==> src/rtl/circle_ctrl_if.sv <==
// circle_ctrl_if: bundles the start/done handshake and the circle datapath strobe/readback bus.
// Latency: none, this is pure wiring. Only the controller side registers anything.
// Backpressure: level handshakes only. start/done is a hold-until-seen pair, and fill_start/fill_done is the same.
//
// Signals:
//   start, done                  top-level request / completion level pair
//   fill_start, fill_done        fillscreen request / completion level pair
//   draw_circle, octant_sel      plot mux select and octant index (valid while draw_circle=1)
//   load_x, load_y, load_crit    datapath initialisation strobes
//   inc_y, dec_x, calc_crit      datapath per-iteration update strobes
//   offset_x, offset_y, crit     signed readback from the datapath
// Modports:
//   master  the controller side (drives the strobes and done)
//   slave   the datapath / top-level side
interface circle_ctrl_if #(
   parameter int OFFSET_X_DW = 8,
   parameter int OFFSET_Y_DW = 7,
   parameter int CRIT_DW     = 6
);
   logic                          start;
   logic                          done;
   logic                          fill_start;
   logic                          fill_done;
   logic                          draw_circle;
   logic [2:0]                    octant_sel;
   logic                          load_x;
   logic                          load_y;
   logic                          load_crit;
   logic                          inc_y;
   logic                          dec_x;
   logic                          calc_crit;
   logic signed [OFFSET_X_DW-1:0] offset_x;
   logic signed [OFFSET_Y_DW-1:0] offset_y;
   logic signed [CRIT_DW-1:0]     crit;

   modport master (
      input  start, fill_done, offset_x, offset_y, crit,
      output done, fill_start, draw_circle, octant_sel,
             load_x, load_y, load_crit, inc_y, dec_x, calc_crit
   );

   modport slave (
      output start, fill_done, offset_x, offset_y, crit,
      input  done, fill_start, draw_circle, octant_sel,
             load_x, load_y, load_crit, inc_y, dec_x, calc_crit
   );
endinterface

==> src/rtl/circle_ctrl.sv <==
// circle_ctrl: sequences the operation "clear screen (optional), then midpoint circle" over the circle datapath.
// Latency: INIT + 12 cycles per iteration + final CHECK, plus the fill phase when SKIP_FILL=0. Outputs are decoded from state.
// Backpressure: the fill phase waits on fill_done. done holds until start drops, and start is ignored while busy.
//
// Ports:
//   clk     system clock, all state updates on the rising edge
//   resetn  asynchronous active-low reset that returns the block to IDLE with all strobes low
//   bus     circle_ctrl_if.master: the start/done handshake, the fill handshake, datapath strobes and readback
module circle_ctrl #(
   parameter int OFFSET_X_DW = 8,
   parameter int OFFSET_Y_DW = 7,
   parameter int CRIT_DW     = 6,
   parameter bit SKIP_FILL   = 1'b0
) (
   input  logic          clk,
   input  logic          resetn,
   circle_ctrl_if.master bus
);

   typedef enum logic [3:0] {
      S_IDLE,
      S_FILL,
      S_INIT,
      S_CHECK,
      S_PLOT,
      S_INC_Y,
      S_ADJ_X,
      S_CRIT,
      S_DONE
   } state_t;

   // One guard bit above the wider offset, so both offsets sign-extend into a common signed width.
   localparam int CMP_W = ((OFFSET_X_DW > OFFSET_Y_DW) ? OFFSET_X_DW : OFFSET_Y_DW) + 1;

   state_t                    state;
   state_t                    state_nxt;
   logic [2:0]                oct;
   logic [2:0]                oct_nxt;
   logic signed [CMP_W-1:0]   x_ext;
   logic signed [CMP_W-1:0]   y_ext;
   logic                      y_past_x;
   logic                      crit_pos;

   assign x_ext    = {{(CMP_W-OFFSET_X_DW){bus.offset_x[OFFSET_X_DW-1]}}, bus.offset_x};
   assign y_ext    = {{(CMP_W-OFFSET_Y_DW){bus.offset_y[OFFSET_Y_DW-1]}}, bus.offset_y};
   // Termination test. It is signed, so the radius-0 case (offset_x becomes -1) still ends.
   assign y_past_x = (y_ext > x_ext);
   // crit > 0 means the sign bit is clear and the value is nonzero.
   assign crit_pos = ~bus.crit[CRIT_DW-1] & (bus.crit != '0);

   always_ff @(posedge clk or negedge resetn) begin
      if (!resetn) begin
         state <= S_IDLE;
         oct   <= 3'd0;
      end else begin
         state <= state_nxt;
         oct   <= oct_nxt;
      end
   end

   always_comb begin
      state_nxt       = state;
      oct_nxt         = oct;
      bus.done        = 1'b0;
      bus.fill_start  = 1'b0;
      bus.draw_circle = 1'b0;
      bus.octant_sel  = 3'd0;
      bus.load_x      = 1'b0;
      bus.load_y      = 1'b0;
      bus.load_crit   = 1'b0;
      bus.inc_y       = 1'b0;
      bus.dec_x       = 1'b0;
      bus.calc_crit   = 1'b0;

      case (state)
         S_IDLE: begin
            if (bus.start) begin
               state_nxt = SKIP_FILL ? S_INIT : S_FILL;
            end
         end
         S_FILL: begin
            bus.fill_start = 1'b1;
            if (bus.fill_done) begin
               state_nxt = S_INIT;
            end
         end
         S_INIT: begin
            bus.load_x    = 1'b1;
            bus.load_y    = 1'b1;
            bus.load_crit = 1'b1;
            state_nxt     = S_CHECK;
         end
         S_CHECK: begin
            if (y_past_x) begin
               state_nxt = S_DONE;
            end else begin
               state_nxt = S_PLOT;
               oct_nxt   = 3'd0;
            end
         end
         S_PLOT: begin
            bus.draw_circle = 1'b1;
            bus.octant_sel  = oct;
            oct_nxt         = oct + 3'd1;
            if (oct == 3'd7) begin
               state_nxt = S_INC_Y;
            end
         end
         S_INC_Y: begin
            bus.inc_y = 1'b1;
            state_nxt = S_ADJ_X;
         end
         S_ADJ_X: begin
            // This is the only output that is not pure Moore. crit here already reflects the INC_Y step.
            bus.dec_x = crit_pos;
            state_nxt = S_CRIT;
         end
         S_CRIT: begin
            bus.calc_crit = 1'b1;
            state_nxt     = S_CHECK;
         end
         S_DONE: begin
            bus.done = 1'b1;
            if (!bus.start) begin
               state_nxt = S_IDLE;
            end
         end
         default: begin
            state_nxt = S_IDLE;
         end
      endcase
   end

endmodule
==> src/flat_wrapper.sv <==
// flat-port wrapper written by rule: the top's interface ports become plain ports
module circle_ctrl_flat 
#(
   parameter int OFFSET_X_DW = 8,
   parameter int OFFSET_Y_DW = 7,
   parameter int CRIT_DW     = 6,
   parameter bit SKIP_FILL   = 1'b0
)
  (clk, resetn, bus_start, bus_fill_done, bus_offset_x, bus_offset_y, bus_crit, bus_done, bus_fill_start, bus_draw_circle, bus_octant_sel, bus_load_x, bus_load_y, bus_load_crit, bus_inc_y, bus_dec_x, bus_calc_crit);
  circle_ctrl_if #(.OFFSET_X_DW(OFFSET_X_DW), .OFFSET_Y_DW(OFFSET_Y_DW), .CRIT_DW(CRIT_DW)) bus_i ();
  input  logic clk;
  input  logic resetn;
  input wire logic [$bits(bus_i.start)-1:0] bus_start;
  input wire logic [$bits(bus_i.fill_done)-1:0] bus_fill_done;
  input wire logic [$bits(bus_i.offset_x)-1:0] bus_offset_x;
  input wire logic [$bits(bus_i.offset_y)-1:0] bus_offset_y;
  input wire logic [$bits(bus_i.crit)-1:0] bus_crit;
  output wire logic [$bits(bus_i.done)-1:0] bus_done;
  output wire logic [$bits(bus_i.fill_start)-1:0] bus_fill_start;
  output wire logic [$bits(bus_i.draw_circle)-1:0] bus_draw_circle;
  output wire logic [$bits(bus_i.octant_sel)-1:0] bus_octant_sel;
  output wire logic [$bits(bus_i.load_x)-1:0] bus_load_x;
  output wire logic [$bits(bus_i.load_y)-1:0] bus_load_y;
  output wire logic [$bits(bus_i.load_crit)-1:0] bus_load_crit;
  output wire logic [$bits(bus_i.inc_y)-1:0] bus_inc_y;
  output wire logic [$bits(bus_i.dec_x)-1:0] bus_dec_x;
  output wire logic [$bits(bus_i.calc_crit)-1:0] bus_calc_crit;
  assign bus_i.start = bus_start;
  assign bus_i.fill_done = bus_fill_done;
  assign bus_i.offset_x = bus_offset_x;
  assign bus_i.offset_y = bus_offset_y;
  assign bus_i.crit = bus_crit;
  assign bus_done = bus_i.done;
  assign bus_fill_start = bus_i.fill_start;
  assign bus_draw_circle = bus_i.draw_circle;
  assign bus_octant_sel = bus_i.octant_sel;
  assign bus_load_x = bus_i.load_x;
  assign bus_load_y = bus_i.load_y;
  assign bus_load_crit = bus_i.load_crit;
  assign bus_inc_y = bus_i.inc_y;
  assign bus_dec_x = bus_i.dec_x;
  assign bus_calc_crit = bus_i.calc_crit;
  circle_ctrl #(.OFFSET_X_DW(OFFSET_X_DW), .OFFSET_Y_DW(OFFSET_Y_DW), .CRIT_DW(CRIT_DW), .SKIP_FILL(SKIP_FILL)) u_core (.clk(clk), .resetn(resetn), .bus(bus_i));
endmodule
==> config.mk <==
export PLATFORM = sky130hd
export DESIGN_NAME = circle_ctrl_flat
export DESIGN_NICKNAME = d
export VERILOG_FILES = /design/src/rtl/circle_ctrl_if.sv /design/src/rtl/circle_ctrl.sv /design/src/flat_wrapper.sv
export SDC_FILE = /design/constraint.sdc
export NUM_CORES = 1
export LEC_CHECK = 0
export CORE_MARGIN = 2
export CORE_UTILIZATION = 41
export CTS_BUF_LIST = sky130_fd_sc_hd__clkbuf_8
export CTS_CLUSTER_SIZE = 30
export DETAILED_ROUTE_END_ITERATION = 8
export MAX_ROUTING_LAYER = met4
export PLACE_DENSITY = 0.88
export SLEW_MARGIN = 25
export SYNTH_ARGS = -nofsm -noshare
export SYNTH_HDL_FRONTEND = slang
export SYNTH_SLANG_ARGS = --single-unit
export TNS_END_PERCENT = 50
==> constraint.sdc <==
create_clock -name clk -period 1.5 [get_ports clk]
set_input_delay 0.225 -clock clk [delete_from_list [all_inputs] [get_ports clk]]
set_output_delay 0.225 -clock clk [all_outputs]
set_load 0.005 [all_outputs]
==> impl_results.md, run 1 <==
- Cell count after synthesis: 85
- Final Non-Filler Cells: 172
- Mapped Avg Cell Area: 8.70 um^2
- Layout cells sized above 1: 54.4%
- Crit path DAT: 1.36 ns
- Routed vias: 919
- Root Buffer: clkbuf_8
- Sequential Power Share: 19.9%
- Crit-path cells: buf_6 > or2b_1 > buf_6 > nor3_2 > buf_2
- Largest net degree at the start of global routing: 8
- Endpoints failing hold: 0
- Initial core utilization: 43.3%
- Max Fanout on Critical Path: 5
- Synth Area in Compound Gates: 17.1%
- Largest family of logic cells by synthesized area: simple AND/OR/NAND/NOR gates
- Sink Count: 7
- DRT Wirelength: 3270 um
- Clk_lat worst skew: 0.23 ns
- Fin area: 0.00152 mm^2
- Worst slew pin tran: 0.377 ns
- Post-route DRC: 0
- Failing checks: setup timing
- Core Util, Final: 89.2%
- Post-synthesis sequential area ratio: 23.7%
- Slew Limit Fails: 0
- Max clock buf depth: 2
- Final global-route overflow total: 0
- Post-synthesis xor/xnor area fraction: 1.18%
- TritonCTS Buffers: 3
- CP Buf/Inv Count: 3
- Post-Synth Adder-Cell Area: 16.9%
- WHS: 0.276 ns
- Period minus WS final: 1.59 ns
- Cell taking the most area after synthesis: dfrtp_1
- Worst-path clk slew: 0.04 ns
- Most used cell, CP: buf_6
- Endpoint kind of the worst setup timing path: output pin
- # diodes: 0
- First-pass GRT wire length: 4060 um
- Max-cap violations: 0
- Syn_nets: 120
- Max stage delay on crit path: 0.41 ns
- Power share of the clock group: 13.0%
- DIE AREA: 0.00216 mm^2
- Layout Skew: 0.000743 ns
- Die height: 46.5 um
- Run status: finished, violations left
- Peak supply drop: 0.000909 V
- Final WS setup: -0.0888 ns
- Switch share: 40.3%
- DR vias/cell: 5.34
- Iteration-0 DRC Markers: 22
- Cell count after placement: 157
- CP required: 1.27 ns
- Synth top area cells: dfrtp_1 24%, ha_1 17%, inv_1 5.6%
- Max stage delay cell, worst path: dfrtp_2
- Leakage: 0.788 nW
- Initial antenna violation count: 0
- Comb pwr share: 67.1%
- Final RePlAce weighted congestion: 0.845
- H-tree depth: 1
- Cts hold-fix bufs: 0
- Nets: 183
- Number of buffers added on ports: 36
- Standard-cell row count: 15
- DP Area: 0.00121 mm^2
- Width of the die: 46.5 um
- Io pins: 37
- Syn. warnings: 0
- Int Pwr: 1.20 mW
- Net switching power: 808 uW
- Setup-failing EPs final: 15
- Final worst-path cycle share: 106%
- Startpoint types: register
- Synth Register Bits: 7
- Multiplexer share of the synthesized area: 4.06%
- CTS tree: yes
- WS Path Type: reg -> out
- Power density over the cells: 1320 mW/mm^2
- HPWL Detailed: 1600 um
- Hold Path Class: in -> async
- Top-area cell type share of the netlist area: 23.7%
- Cell variety after synth: 32
- Synth-to-Final Area Change: 106%
- Avg WL per Cell: 19.0 um
- Core Footprint: 0.00171 mm^2
- Pre-antenna DRT Iters: 4
- Top Family by Delay on Critical Path: flip-flops
- Antenna viol nets, final: 0
- Rel. slew slack: 74.6%
- Vias in the first global route: 946
- Post-Synth Simple-Gate Area: 26.4%
- Highest clock rate: 0.629 GHz
- Overall routing resource usage: 28.0%
- Area of the mapped netlist: 739 um^2
- RSZ-0062 raised after global routing: true
[layout by cell type, fill, tap and decap left out, types with 3 or more instances in the layout]
master	instances
a21oi_1	6
buf_2	8
buf_4	22
buf_6	7
clkbuf_2	3
clkbuf_8	3
clkdlybuf4s50_1	5
dfrtp_1	3
dfrtp_2	4
dlygate4sd2_1	3
dlymetal6s2s_1	13
ha_4	7
inv_1	5
inv_2	7
mux2i_1	3
nand2_1	3
nor2_1	5
[metrics by stage]
stage          worst slack, ns  setup TNS, ns  power [mW]
2_1_floorplan           0.0206              0       0.853
3_3_place_gp            -0.471          -4.10        1.26
3_5_place_dp            -0.553          -4.86        1.30
4_1_cts                 -0.251          -1.13        1.75
5_1_grt                 -0.120          -1.07        2.10
6_report               -0.0888         -0.550        2.01
[state kept, by name (all words and copies together), names as in the netlist]
name          count
u_core.oct        3
u_core.state      4
[worst paths after layout]
| path | from | endpoint | slack (ns) | cells past startpoint |
|---|---|---|---|---|
| min in group clk | u_core.oct[0] | u_core.oct[0] | 0.54 | 1 |
| max in group asynchronous | resetn | u_core.oct[0] | 0.95 | 1 |
| hold reg to reg | u_core.oct[0] | u_core.oct[0] | 0.54 | 1 |
| setup / recovery | u_core.state[0] | bus_fill_start | -0.09 | 5 |
| setup reg to reg | u_core.state[3] | u_core.oct[2] | -0.06 | 5 |
| hold / removal | resetn | u_core.state[1] | 0.28 | 1 |
[power groups by stage]
| stage | Combinational [mW] | Clock, mW | Sequential [mW] |
|---|---|---|---|
| 2_1_floorplan | 0.539 | 0 | 0.314 |
| 3_3_place_gp | 0.875 | 0 | 0.387 |
| 3_5_place_dp | 0.906 | 0 | 0.393 |
| 4_1_cts | 1.11 | 0.263 | 0.379 |
| 5_1_grt | 1.42 | 0.278 | 0.401 |
| 6_report | 1.35 | 0.261 | 0.399 |
[cells in the mapped netlist]
cell type	instances
nand4_2	1
a21oi_1	6
a41oi_2	1
mux2i_1	3
nor2b_1	1
nor2_1	5
buf_4	5
nand2b_4	1
a31oi_1	1
nand3_1	1
dfrtp_1	7
o21ai_0	2
inv_1	11
xnor2_1	1
a211oi_1	1
a21o_1	2
a211o_1	1
nor4_1	1
nand4_1	2
nand2_1	4
nor3_4	1
nand2b_1	2
o211ai_2	1
ha_1	10
nor3_1	4
or2b_1	2
nor4b_1	1
or3_1	1
or4_1	1
a2bb2oi_1	1
and2_1	3
o221a_2	1
[kinds of logic after synthesis]
kind of cell | after synthesis
and+or+nand+nor | 31
AOI/OAI and AO/OA | 17
buffers and inverters | 16
adders and majority gates | 10
DFF | 7
muxes | 3
xor gates and xnor gates | 1
[timing repair]
item / CTS / global route
gates resized for setup: 71 / 41
pin swaps: 13 / 15
setup endpoints to repair: 17 / 18
setup buffers: 8 / 4
[per-layer routing]
layer / part of all wire, % / up-vias / routed length [um] / GRT usage, %
met1: 36 / 429 / 1170 / 25.3
met2: 53 / 53 / 1730 / 54.7
met5: 0 / - / 0 / -
met3: 6.7 / 16 / 220 / 7.84
met4: 4.3 / 0 / 142 / 8.57
li1: - / 421 / - / -
[final cells by class]
class	count	area, um^2
Multi-Input combinational cell	62	667
Timing Repair Buffer	63	558
Fill cell	74	185
Sequential cell	7	180
Clock buffer	3	41.3
Inverter	11	41.3
Tap cell	25	31.3
Clock inverter	1	3.75
No activity file was read; power rests on OpenSTA's default activity.
==> inputs of run 2 (changes only) <==
--- a/config.mk
+++ b/config.mk
@@ -5,6 +5,7 @@
 export SDC_FILE = /design/constraint.sdc
 export NUM_CORES = 1
 export LEC_CHECK = 0
+export ABC_CLOCK_PERIOD_IN_PS = 1500
 export CORE_MARGIN = 2
 export CORE_UTILIZATION = 41
 export CTS_BUF_LIST = sky130_fd_sc_hd__clkbuf_8
==> results of run 2 <==
Final layout, timing and power as in run 1 (identical DEF).
